File: config.mk
export PLATFORM = sky130hd
export DESIGN_NAME = mem_wb_stage
export DESIGN_NICKNAME = d
export VERILOG_FILES = /design/src/rtl/mem_wb_stage.sv
export SDC_FILE = /design/constraint.sdc
export NUM_CORES = 1
export LEC_CHECK = 0
export ABC_CLOCK_PERIOD_IN_PS = 2890
export CAP_MARGIN = 20
export CORE_ASPECT_RATIO = 0.9
export CORE_MARGIN = 10
export CORE_UTILIZATION = 30
export DETAILED_ROUTE_END_ITERATION = 7
export HOLD_SLACK_MARGIN = 0.12
export SYNTH_ARGS = -nofsm -noshare
export SYNTH_HDL_FRONTEND = slang
export SYNTH_SLANG_ARGS = --single-unit
File: constraint.sdc
create_clock -name clk -period 2.89 [get_ports clk]
set_input_delay 0.867 -clock clk [delete_from_list [all_inputs] [get_ports clk]]
set_output_delay 0.867 -clock clk [all_outputs]
set_load 0.05 [all_outputs]
File: src/rtl/mem_wb_stage.sv
// MEM/WB pipeline register and writeback stage: captures the instruction
// leaving MEM, drives the register-file write port and keeps a count of
// retired instructions.
module mem_wb_stage #(
  parameter int unsigned WORD_LEN     = 32,
  parameter int unsigned REG_ADDR_LEN = 4,
  parameter int unsigned COUNT_W      = 32
) (
  input  logic                    clk,
  input  logic                    rst,
  input  logic                    stall,
  input  logic                    flush,
  input  logic                    in_valid,
  input  logic                    WB_EN_in,
  input  logic                    MEM_R_EN_in,
  input  logic [WORD_LEN-1:0]     ALU_res_in,
  input  logic [WORD_LEN-1:0]     dataMem_out_in,
  input  logic [REG_ADDR_LEN-1:0] dest_in,
  output logic                    WB_EN,
  output logic [REG_ADDR_LEN-1:0] WB_Dest,
  output logic [WORD_LEN-1:0]     WB_Value,
  output logic                    wb_valid,
  output logic [COUNT_W-1:0]      retired_cnt
);

  // Stage payload held between MEM and WB.
  typedef struct packed {
    logic                    valid;
    logic                    wb_en;
    logic                    mem_r_en;
    logic [WORD_LEN-1:0]     alu;
    logic [WORD_LEN-1:0]     mem;
    logic [REG_ADDR_LEN-1:0] dest;
  } stage_t;

  localparam int unsigned STAGE_W = $bits(stage_t);

  stage_t               stage_q;
  stage_t               stage_d;
  stage_t               stage_in;
  logic [COUNT_W-1:0]   cnt_q;
  logic [COUNT_W-1:0]   cnt_d;
  logic                 load;

  // Incoming instruction; controls are qualified so a bubble can never write.
  always_comb begin
    stage_in          = stage_t'({STAGE_W{1'b0}});
    stage_in.valid    = in_valid;
    stage_in.wb_en    = WB_EN_in & in_valid;
    stage_in.mem_r_en = MEM_R_EN_in & in_valid;
    stage_in.alu      = ALU_res_in;
    stage_in.mem      = dataMem_out_in;
    stage_in.dest     = dest_in;
  end

  // Next stage contents: flush beats stall, stall beats load.
  always_comb begin
    stage_d = stage_q;
    cnt_d   = cnt_q;
    load    = 1'b0;
    if (flush) begin
      stage_d = stage_t'({STAGE_W{1'b0}});
    end else if (!stall) begin
      load    = 1'b1;
      stage_d = stage_in;
      if (in_valid) begin
        cnt_d = cnt_q + COUNT_W'(1);
      end
    end
  end

  // Stage register with synchronous active-low reset.
  always_ff @(posedge clk) begin
    if (!rst) begin
      stage_q <= stage_t'({STAGE_W{1'b0}});
    end else begin
      stage_q <= stage_d;
    end
  end

  // Retired-instruction counter; wraps naturally at full scale.
  always_ff @(posedge clk) begin
    if (!rst) begin
      cnt_q <= '0;
    end else begin
      cnt_q <= cnt_d;
    end
  end

  // Writeback port decoded purely from the stage register.
  always_comb begin
    WB_EN       = stage_q.wb_en & stage_q.valid;
    WB_Dest     = stage_q.dest;
    WB_Value    = stage_q.mem_r_en ? stage_q.mem : stage_q.alu;
    wb_valid    = stage_q.valid;
    retired_cnt = cnt_q;
  end

  logic unused_load;
  assign unused_load = load;

endmodule

==> results.sh, run 1 <==
export IMPL_synthArstFlopShare=0
export IMPL_p_per_area_nw_per_um2=477
export IMPL_leakagePower_nw=2.58
export IMPL_clock_path_buffers=2
export IMPL_cts_resized=0
export IMPL_drive_above_1_share=0.166
export IMPL_rows=41
export IMPL_syn_inst=451
export IMPL_setup_viol=0
export IMPL_synth_cell_type_count=33
export IMPL_ys_warn_count=0
export IMPL_slew_headroom=0.470
export IMPL_crit_path_frequent_cell="buf_4"
export IMPL_finalHoldViolations=0
export IMPL_clk_latency_ns=0.35
export IMPL_start_util=0.310
export IMPL_min_path_type="reg2reg"
export IMPL_die_w_um=147
export IMPL_worstPathRequired_ns=3.17
export IMPL_pre_cts_ws_ns=-0.235
export IMPL_track_usage=0.132
export IMPL_arrival_ns=3.05
export IMPL_ant_nets=0
export IMPL_totalWireLength_um=12900
export IMPL_grt_max_degree=72
export IMPL_areaGrowthSynthToFinish_pct=52.6
export IMPL_vdd_drop_max_v=0.000277
export IMPL_holdWs_ns=0.490
export IMPL_fp_coreArea_um2=14200
export IMPL_critPathSlowestCell="or4_1"
export IMPL_startpoint_type="input port"
export IMPL_root_buffer="clkbuf_16"
export IMPL_critPathKind="in2reg"
export IMPL_path_clk_slew_ns=0.07
export IMPL_antenna_found_initial=0
export IMPL_synth_seq_cells=103
export IMPL_gr_total_overflow=0
export IMPL_htreeDepth=3
export IMPL_cp_max_fo=14
export IMPL_rsz0062_at_grt="no"
export IMPL_synthTopCellsByCount="103 x dfxtp_1, 81 x nor2_1, 74 x mux2i_1, 32 x mux2_2, 21 x clkbuf_1"
export IMPL_worst_pin_slew_ns=0.793
export IMPL_syn_area_per_cell_um2=9.73
export IMPL_io_buffers=144
export IMPL_die_height_um=135
export IMPL_instances_no_fill=785
export IMPL_cpPeakStageDelay_ns=0.52
export IMPL_status="finished clean"
export IMPL_first_global_vias=3911
export IMPL_drv_cap=0
export IMPL_syn_cell_area_um2=4390
export IMPL_post_route_util=0.473
export IMPL_wire_per_inst_um=16.4
export IMPL_cts_made_buffers=9
export IMPL_drv_slew=0
export IMPL_via_per_inst=4.75
export IMPL_synth_nets=527
export IMPL_cts_sinks=103
export IMPL_cp_end_kind="flip-flop"
export IMPL_yosys_area_top_type_share=0.470
export IMPL_first_pass_iters=4
export IMPL_dp_cells=770
export IMPL_dieArea_um2=19900
export IMPL_vias=3727
export IMPL_ys_seq_area_frac=0.470
export IMPL_pin_count=145
export IMPL_drc=0
export IMPL_cp_cell_sequence="clkdlybuf4s50_1, or3b_1, or4_1, buf_4, buf_4, or3_1, a21oi_1"
export IMPL_postCtsHoldBufs=0
export IMPL_yosysMostFrequentCell="dfxtp_1"
export IMPL_fin_crit_sh=0.960
export IMPL_fin_skew_ns=0.00443
export IMPL_synth_edf_count=0
export IMPL_nets=664
export IMPL_fmax_mhz=360
export IMPL_synth_ff_type="dfxtp_1"
export IMPL_synth_area_leader_cell="dfxtp_1"
export IMPL_grt_pass1_wl_um=21300
export IMPL_fin_crit_ns=2.77
export IMPL_n_antenna_cell=0
export IMPL_setup_ws_ns=0.115
export IMPL_place_congestion=0.767
export IMPL_postCtsSetupBuffers=0
export IMPL_ys_top_cells_by_area="dfxtp_1 47%, mux2i_1 17%, mux2_2 8.2%"
export IMPL_dp_hpwl_um=9600
export IMPL_drt_iter0_markers=210
export IMPL_tns_ns=0
export IMPL_cts_tree="built"
[cell type report]
cell class,count,area (um2)
flip-flops and latches,103,2060
multi-input cells,309,2160
inverters,6,22.5
fillers,1358,7460
clock buffers,9,225
repair buffers,159,1880
clock inverters,6,93.8
well taps,193,241
[cells in the final DEF, fill, tap and decap left out, types with 2 or more instances in the layout]
| cell type | synthesis | routed |
|---|---|---|
| inv_1 | 6 | 6 |
| buf_12 | 0 | 33 |
| a21oi_1 | 18 | 18 |
| mux2i_1 | 74 | 74 |
| nand4_1 | 6 | 6 |
| buf_4 | 4 | 15 |
| or4_1 | 11 | 11 |
| mux2_2 | 32 | 32 |
| and4_1 | 3 | 3 |
| a22oi_1 | 2 | 2 |
| clkinv_4 | 0 | 2 |
| nand2b_1 | 6 | 5 |
| dfxtp_1 | 103 | 103 |
| o21ai_0 | 6 | 6 |
| bufinv_16 | 0 | 2 |
| and2_1 | 2 | 2 |
| nor2_1 | 81 | 81 |
| clkbuf_16 | 0 | 9 |
| nor4_1 | 5 | 4 |
| o31ai_1 | 10 | 10 |
| or3_1 | 7 | 7 |
| clkdlybuf4s50_1 | 0 | 111 |
| nand2_1 | 20 | 20 |
| nor4b_1 | 2 | 2 |
| xnor2_1 | 8 | 8 |
| nand3_1 | 8 | 8 |
[worst max-delay path: cells and delay by family]
kind	cells	cell delay [ns]
AND/OR/NAND/NOR	3	1.23
buffers and inverters	3	0.82
AO/OA/AOI/OAI	1	0.14
[power by group]
| group | switching [mW] | internal (mW) |
|---|---|---|
| logic | 0.189 | 0.225 |
| clock network | 0.550 | 0.760 |
| registers | 0.0166 | 1.45 |
| total | 0.755 | 2.44 |
[layer usage]
layer | vias to the layer above | GRT usage | wire length (um)
met5 | - | 0 | 0
met4 | 0 | 0.0506 | 250
met3 | 15 | 0.0448 | 770
met2 | 82 | 0.228 | 6620
met1 | 1785 | 0.146 | 5260
li1 | 1845 | - | -
[cell families after synthesis]
family                     Yosys count  share of synthesized area
AOI/OAI and AO/OA                   36                     0.0479
buffers and inverters               39                     0.0388
adders and majority gates            1                    0.00285
DFF                                103                      0.470
and+or+nand+nor                    157                      0.172
xor gates and xnor gates             9                     0.0180
muxes                              106                      0.251
[registers in the layout, indices dropped and copies added (netlist names)]
register,flops
WB_Dest,4
retired_cnt,32
stage_q,66
wb_valid,1
[worst paths after layout]
kind	end	from	depth (start not counted)	slack (ns)
worst min-delay path	stage_q[8]	stage_q[8]	2	0.49
worst max-delay path	retired_cnt[17]	in_valid	7	0.12
worst max register to register	retired_cnt[21]	retired_cnt[11]	4	0.60
worst min register to register	stage_q[8]	stage_q[8]	2	0.49
[through the flow]
| step | total power [mW] | instance area [um2] |
|---|---|---|
| after floorplan | 1.70 | 4390 |
| after global placement | 1.91 | 6370 |
| after detailed placement | 1.92 | 6370 |
| after CTS | 3.25 | 6690 |
| after global routing | 3.33 | 6690 |
| final | 3.19 | 6690 |
No activity file was read; power rests on OpenSTA's default activity.
==> run 2: changes to the inputs <==
Settings changed: CORE_MARGIN 10 to 3, HOLD_SLACK_MARGIN 0.12 to default.
==> run 2 against run 1 <==
  * Via count fell by 1.3%
  * Global-route usage rose by 1.1 points
  * Largest power group unchanged
  * Worst hold slack got worse by 0.014 ns
  * Register-to-register slack improved by 0.02 ns
==> results.sh, run 2 (synthesized netlist as in run 1, its figures left out) <==
export IMPL_r2r_end="retired_cnt[27]"
export IMPL_layout_common_cells="111 x clkdlybuf4s50_1, 103 x dfxtp_1, 81 x nor2_1"
export IMPL_fin_crit_ns=2.78
export IMPL_cts_tree="built"
export IMPL_htreeDepth=3
export IMPL_startpoint_type="input port"
export IMPL_rows=41
export IMPL_place_congestion=0.807
export IMPL_m1WireLength_um=5080
export IMPL_crit_start="in_valid"
export IMPL_r2r_start="retired_cnt[9]"
export IMPL_fp_coreArea_um2=14200
export IMPL_vdd_drop_max_v=0.000350
export IMPL_die_w_um=133
export IMPL_wl_met2_um=6010
export IMPL_path_clk_slew_ns=0.07
export IMPL_min_to="retired_cnt[31]"
export IMPL_die_height_um=121
export IMPL_r2r_cells=4
export IMPL_critPathSlowestCell="or4_1"
export IMPL_critPathKind="in2reg"
export IMPL_drt_iter0_markers=173
export IMPL_dp_cells=770
export IMPL_top_layer="met4"
export IMPL_regMostFlops="stage_q"
export IMPL_ant_nets=0
export IMPL_slew_headroom=0.495
export IMPL_grt_pass1_wl_um=18700
export IMPL_cp_cell_sequence="clkdlybuf4s50_1, or3b_1, buf_4, or3_4, or4_1, a21oi_1"
export IMPL_gr_total_overflow=0
export IMPL_fmax_mhz=360
export IMPL_worstPathRequired_ns=3.16
export IMPL_wl_met3_um=494
export IMPL_cpPeakStageDelay_ns=0.52
export IMPL_min_path_type="reg2reg"
export IMPL_status="finished clean"
export IMPL_cp_max_fo=10
export IMPL_cp_end_kind="flip-flop"
export IMPL_worst_pin_slew_ns=0.755
export IMPL_clk_latency_ns=0.34
export IMPL_post_route_util=0.473
export IMPL_final_common_cell="clkdlybuf4s50_1"
export IMPL_antenna_found_initial=0
export IMPL_dp_hpwl_um=8480
export IMPL_setup_viol=0
export IMPL_pin_count=145
export IMPL_track_usage=0.143
export IMPL_leakagePower_nw=2.59
export IMPL_first_pass_iters=4
export IMPL_holdCritStartpoint="retired_cnt[31]"
export IMPL_via_per_inst=4.68
export IMPL_n_antenna_cell=0
export IMPL_cts_sinks=103
export IMPL_finalHoldViolations=0
export IMPL_cts_made_buffers=9
export IMPL_start_util=0.310
export IMPL_rrSetupSlack_ns=0.62
export IMPL_dieArea_um2=16100
export IMPL_drc=0
export IMPL_vias=3680
export IMPL_fin_skew_ns=0.00673
export IMPL_io_buffers=144
export IMPL_largest_register_ffs=66
export IMPL_arrival_ns=3.05
export IMPL_drv_slew=0
export IMPL_wire_per_inst_um=15.0
export IMPL_areaGrowthSynthToFinish_pct=52.5
export IMPL_fin_crit_sh=0.961
export IMPL_whs_path_depth=2
export IMPL_rsz0062_at_grt="no"
export IMPL_nFillCells=1294
export IMPL_grt_max_degree=72
export IMPL_instances_no_fill=786
export IMPL_totalWireLength_um=11800
export IMPL_drv_cap=0
export IMPL_first_global_vias=3664
export IMPL_drive_above_1_share=0.165
export IMPL_root_buffer="clkbuf_16"
export IMPL_clock_path_buffers=2
export IMPL_p_per_area_nw_per_um2=477
export IMPL_nets=664
[run 2: cell types whose count changed in the layout (fill, tap and decap cells not counted)]
cell and change:
nor4_1 +1, clkinv_2 +1, or4_4 +1, inv_6 +1, or4_1 -1, clkinvlp_4 -1, clkinv_4 -1, clkbuf_1 +1
nor4_2 -1
[run 2: worst max path at each step]
stage                           end  cells after the start
CTS                 retired_cnt[27]                      6
global route        retired_cnt[24]                      6
global placement    retired_cnt[27]                      6
finish              retired_cnt[22]                      6
floorplan           retired_cnt[18]                      6
detailed placement  retired_cnt[27]                      6
[run 2: area by class of cell]
type	count	area (um2)	share of cell area
Inverter	6	22.5	0.00337
Clock inverter	6	91.3	0.0136
Timing Repair Buffer	159	1880	0.282
Sequential cell	103	2060	0.308
Multi-Input combinational cell	309	2160	0.323
Tap cell	193	241	0.0361
Clock buffer	10	229	0.0342
[run 2: critical path, delay by kind of cell]
kind / cells / cell delay, ns
compound gates: 1 / 0.15
simple gates: 3 / 1.36
buf+inv: 2 / 0.67
[run 2: stage by stage]
| stage | hold WS (ns) | worst slack (ns) | power [mW] | setup TNS, ns | area [um2] |
|---|---|---|---|---|---|
| floorplan | 0.458 | 0.299 | 1.70 | 0 | 4390 |
| global placement | 0.456 | -0.185 | 1.91 | -2.19 | 6370 |
| detailed placement | 0.467 | -0.265 | 1.92 | -3.66 | 6370 |
| CTS | 0.479 | 0.0940 | 3.24 | 0 | 6690 |
| global route | 0.487 | 0.0475 | 3.32 | 0 | 6690 |
| finish | 0.476 | 0.114 | 3.19 | 0 | 6690 |
[run 2: timing repair]
item / CTS / global route
hold buffers: 0 / 0
endpoints found under the hold margin: 0 / 0
buffers inserted: 0 / 0
setup endpoints to repair: 0 / 1
gates resized for setup: 0 / 1
[run 2: power by group]
part | leakage [nW] | internal (mW) | switching, mW
Clock | 0.157 | 0.766 | 0.547
Sequential | 0.836 | 1.45 | 0.0163
Combinational | 1.59 | 0.225 | 0.187
[run 2: layer usage]
metal  vias to the layer above  global-route usage
met4                         0              0.0456
met5                         -                   0
met1                      1749               0.174
li1                       1836                   -
met3                        15              0.0379
met2                        80               0.247
